### config.mk
export PLATFORM = sky130hd
export DESIGN_NAME = seg_scan_ctrl
export DESIGN_NICKNAME = d
export VERILOG_FILES = /design/src/rtl/seg_pkg.sv /design/src/rtl/seg_hex_decode.sv /design/src/rtl/seg_scan_ctrl.sv
export SDC_FILE = /design/constraint.sdc
export NUM_CORES = 1
export LEC_CHECK = 0
export CORE_ASPECT_RATIO = 1.25
export CORE_MARGIN = 2
export CORE_UTILIZATION = 50
export CTS_CLUSTER_SIZE = 20
export DETAILED_ROUTE_END_ITERATION = 7
export GPL_TIMING_DRIVEN = 1
export PLACE_DENSITY = 0.75
export SYNTH_ARGS = -nofsm -noshare
export SYNTH_HDL_FRONTEND = slang
export SYNTH_SLANG_ARGS = --single-unit
### constraint.sdc
create_clock -name Clk -period 3.5 [get_ports Clk]
set_clock_uncertainty 0.1 [all_clocks]
set_input_delay 0.7 -clock Clk [delete_from_list [all_inputs] [get_ports Clk]]
set_output_delay 0.7 -clock Clk [all_outputs]
set_load 0.05 [all_outputs]
### src/rtl/seg_pkg.sv
// Shared constants and types for the seven-segment display blocks.
package seg_pkg;

  localparam int NUM_DIGITS = 8;
  localparam logic [6:0] SEG_BLANK = 7'h7F;

  typedef logic [2:0] digit_idx_t;

  // Active-low {g,f,e,d,c,b,a} codes for hex digits 0..F.
  localparam logic [6:0] HEX_SEG [16] = '{
    7'h40, 7'h79, 7'h24, 7'h30, 7'h19, 7'h12, 7'h02, 7'h78,
    7'h00, 7'h10, 7'h08, 7'h03, 7'h46, 7'h21, 7'h06, 7'h0E
  };

endpackage

### src/rtl/seg_hex_decode.sv
// Combinational nibble to active-low seven-segment decoder.
module seg_hex_decode
  import seg_pkg::*;
(
  input  logic [3:0] nib,
  output logic [6:0] seg
);

  assign seg = HEX_SEG[nib];

endmodule

### src/rtl/seg_scan_ctrl.sv
// 8-digit seven-segment scan controller with frame-aligned snapshot of two 16-bit values.
// Optional LEADING_ZERO_BLANK_EN blanks leading zeros of each 4-digit half.
module seg_scan_ctrl
  import seg_pkg::*;
#(
  parameter int CLK_DIV = 100000
) (
  input  logic                  Clk,
  input  logic                  Reset,
  input  logic [15:0]           val_hi,
  input  logic [15:0]           val_lo,
  input  logic                  freeze,
  output logic [NUM_DIGITS-1:0] en_out,
  output logic [6:0]            out7,
  output logic                  frame_done
);

  localparam int CW = (CLK_DIV > 1) ? $clog2(CLK_DIV) : 1;
  localparam logic [CW-1:0] CNT_MAX = CW'(CLK_DIV - 1);

  logic [CW-1:0]         cnt_q, cnt_d;
  digit_idx_t            idx_q, idx_d;
  logic [31:0]           snap_q, snap_d;
  logic [NUM_DIGITS-1:0] en_out_q, en_out_d;
  logic [6:0]            out7_q, out7_d;
  logic                  frame_done_q, frame_done_d;

  logic       tc;
  logic       frame_start;
  logic [3:0] cur_nib;
  logic [6:0] cur_seg;

  assign cur_nib = snap_q[{idx_q, 2'b00} +: 4];

  seg_hex_decode u_dec (
    .nib (cur_nib),
    .seg (cur_seg)
  );

`ifdef LEADING_ZERO_BLANK_EN
  logic [3:0] half_nz;
  logic       blank;

  // A digit is blank when it and every higher digit of its half are zero;
  // the lowest digit of each half always shows.
  always_comb begin
    half_nz = '0;
    for (int i = 0; i < 4; i++) begin
      half_nz[i] = |snap_q[{idx_q[2], i[1:0], 2'b00} +: 4];
    end
    blank = (idx_q[1:0] != 2'b00) && ((half_nz >> idx_q[1:0]) == 4'b0000);
  end
`endif

  always_comb begin
    tc           = (cnt_q == CNT_MAX);
    frame_start  = (idx_q == 3'd0) && (cnt_q == '0);
    cnt_d        = tc ? '0 : cnt_q + 1'b1;
    idx_d        = tc ? idx_q + 3'd1 : idx_q;
    snap_d       = (frame_start && !freeze) ? {val_hi, val_lo} : snap_q;
    en_out_d     = ~(NUM_DIGITS'(1) << idx_q);
`ifdef LEADING_ZERO_BLANK_EN
    out7_d       = blank ? SEG_BLANK : cur_seg;
`else
    out7_d       = cur_seg;
`endif
    frame_done_d = frame_start;
  end

  always_ff @(posedge Clk or negedge Reset) begin
    if (!Reset) begin
      cnt_q        <= '0;
      idx_q        <= '0;
      snap_q       <= '0;
      en_out_q     <= '1;
      out7_q       <= SEG_BLANK;
      frame_done_q <= 1'b0;
    end else begin
      cnt_q        <= cnt_d;
      idx_q        <= idx_d;
      snap_q       <= snap_d;
      en_out_q     <= en_out_d;
      out7_q       <= out7_d;
      frame_done_q <= frame_done_d;
    end
  end

  assign en_out     = en_out_q;
  assign out7       = out7_q;
  assign frame_done = frame_done_q;

endmodule

==> flow_summary.ini <==
[yosys]
synth_edf_count = 0
synth_common_cells = dfrtp_1 (53), mux2_1 (30), dfstp_2 (15)
synth_cells = 234
synth_top_cell_by_area = dfrtp_1
synth_most_common_cell = dfrtp_1
syn_area_um2 = 3230
yosysSeqAreaShare_pct = 53.3
ys_ff_latch = 68
async_reset_ff_share_pct = 100
synthTopCellsByArea = dfrtp_1 (41%), dfstp_2 (12%), mux2_1 (10%)
yosysWarnings = 0
yosysTopAreaCellShare_pct = 41.1
synth_area_per_cell_um2 = 13.8
ys.flop_type = dfrtp_1
syn_nets = 282
yosysUniqueCellTypes = 39

[clock_tree]
clockBufferDepth = 2
h-tree-depth = 3
cts_root_buf = clkbuf_8
cts_resized = 0
clkLatencyLatePin_ps = 340
ctsHoldBuffers = 0
cts_sinks = 68
clkTransAtPathRegs_ps = 70
cts_tree = done
cts-buffers-inserted = 9
cts_setup_buffers = 0

[job]
maxCapViolCount = 0

[sta]
slew_headroom_pct = 28.2
max_freq_mhz = 397
tightest_slew_ps = 1080
rsz0062_at_grt = false
hold_viol = 0
setup_viol = 0
layout_min_cycle_time_ps = 2520
final.period_utilization_pct = 71.9
hold_ws_ps = 376
slew_violations = 0
layout_setup_ws_ps = 983
setup_tns_ps = 0

[setup_path]
cp.buffers_inverters = 1
cp.arrival_ps = 2670
cp_top_family = multiplexers
critical_path_class = flip-flop to flip-flop
critPathMaxFanout = 6
timing.rr.start = idx_q[0]
start_kind = flip-flop
setup.worst_path.start = idx_q[0]
critical_path.cell_chain = mux4_1, mux2i_1, inv_1, ha_1, mux2_2, o21ai_0
worst_ep_required_time_ps = 3650
slowest_stage = mux4_1
cp-end-kind = flip-flop
critical_path.max_stage_delay_ps = 600

[finish]
stdcell_area_um2 = 4060
drive_above_1_share_pct = 17.8
final_nets = 340
antenna_cells = 0
final_core_utilization_pct = 65.5
fillers = 483
area_growth_pct = 25.8

[pwr]
p_sw_uw = 409
leakagePower_nw = 1.78
peakVddDrop_mv = 0.388
sw_frac_of_total_pct = 21.7
powerDensity_nw_per_um2 = 464
p_int_mw = 1.47
p_clk_share_pct = 44.8
power.share.sequential_pct = 45.0
combPwrFrac_pct = 10.2

[placed_design]
place_area_um2 = 3800
port_buffers = 50
dp.final_hpwl_um = 4050
gp_congestion = 0.780
place_ws_ps = 953

[die]
die-width_um = 75.9
dieArea_um2 = 7120
initial_utilization_pct = 52.0
io_pins = 51
core_um2 = 6210
rows = 32
fp.dieH_um = 93.9

[outcome]
status = finished clean

[global_routing]
grt_antenna_before_repair = 0
first_global_vias = 1966
grt_pass1_wl_um = 9360
grtUsageTotal_pct = 17.7
gr-total-overflow = 0
grt_max_degree = 51

[routing]
post-route-drc-count = 0
drt_iter0_drc = 76
routedWlPerCell_um = 14.6
viasPerCell = 5.19
postRouteAntennaNets = 0
routed_wirelength_um = 5590
routed-via-count = 1983
drtPass1Iterations = 4

[worst_hold_path]
hold_path_startpoint = snap_q[13]
holdCritPathClass = flip-flop to flip-flop
[metrics by stage]
step                std cells  power (mW)
floorplan                 234       0.965
global placement          366        1.05
detailed placement        366        1.06
CTS                       382        1.91
global route              382        1.96
finish                    382        1.88
[layout by cell type, fill, tap and decap left out, types with 5 or more instances in the layout]
master	instances
buf_4	5
clkbuf_8	9
clkdlybuf4s50_1	49
dfrtp_1	53
dfstp_2	15
ha_1	13
inv_1	11
mux2_1	30
mux2_2	5
mux2i_1	8
nand2_1	14
nand3_1	8
nor2_1	10
xnor2_1	6
xor2_1	9
[worst register-to-register path, cell delays in order, from the launching register on]
cell     delay, ps
dfrtp_1        490
mux4_1         600
mux2i_1        440
inv_1          130
ha_1           260
mux2_2         260
o21ai_0        170
[state kept, by name, indices dropped and copies added (netlist names)]
register	count
cnt_q	17
snap_q	32
en_out	8
frame_done	1
out7	7
idx_q	3
[logic make-up after synthesis]
family	count (synthesis)	share of synthesized area, %
xor+xnor	15	4.07
fa+ha+maj	13	5.04
compound gates	10	2.09
buf+inv	20	3.60
flops	68	53.3
simple gates	54	9.34
mux	54	22.6
[layout make-up]
type / count / area (um2) / share of cell area (%)
flip-flops and latches: 68 / 1720 / 42.3
multi-input cells: 146 / 1390 / 34.3
repair buffers: 55 / 533 / 13.1
clock inverters: 6 / 138 / 3.39
clock buffers: 10 / 128 / 3.14
well taps: 85 / 106 / 2.62
inverters: 12 / 45.0 / 1.11
[final timing paths]
| check | cells after the start | slack (ps) | end |
|---|---|---|---|
| max | 6 | 980 | out7[4] |
| max reg2reg | 6 | 980 | out7[4] |
| min in group asynchronous | 1 | 460 | snap_q[11] |
| min reg2reg | 1 | 380 | snap_q[13] |
| max in group asynchronous | 2 | 2040 | out7[6] |
| min | 1 | 380 | snap_q[13] |
[power by group through the flow]
stage | combinational (mW) | clock (mW) | sequential (mW)
2_1_floorplan | 0.0691 | 0 | 0.896
3_3_place_gp | 0.191 | 0 | 0.861
3_5_place_dp | 0.195 | 0 | 0.862
4_1_cts | 0.195 | 0.862 | 0.848
5_1_grt | 0.210 | 0.895 | 0.852
6_report | 0.192 | 0.845 | 0.847
[metal layers]
| layer | up-vias | wire (um) | GRT usage [%] |
|---|---|---|---|
| met3 | 7 | 220 | 4.94 |
| met4 | 0 | 84 | 6.14 |
| met5 | - | 0 | 0 |
| met1 | 988 | 2450 | 24.1 |
| li1 | 948 | - | - |
| met2 | 40 | 2830 | 26.9 |
No activity file was read; power rests on OpenSTA's default activity.
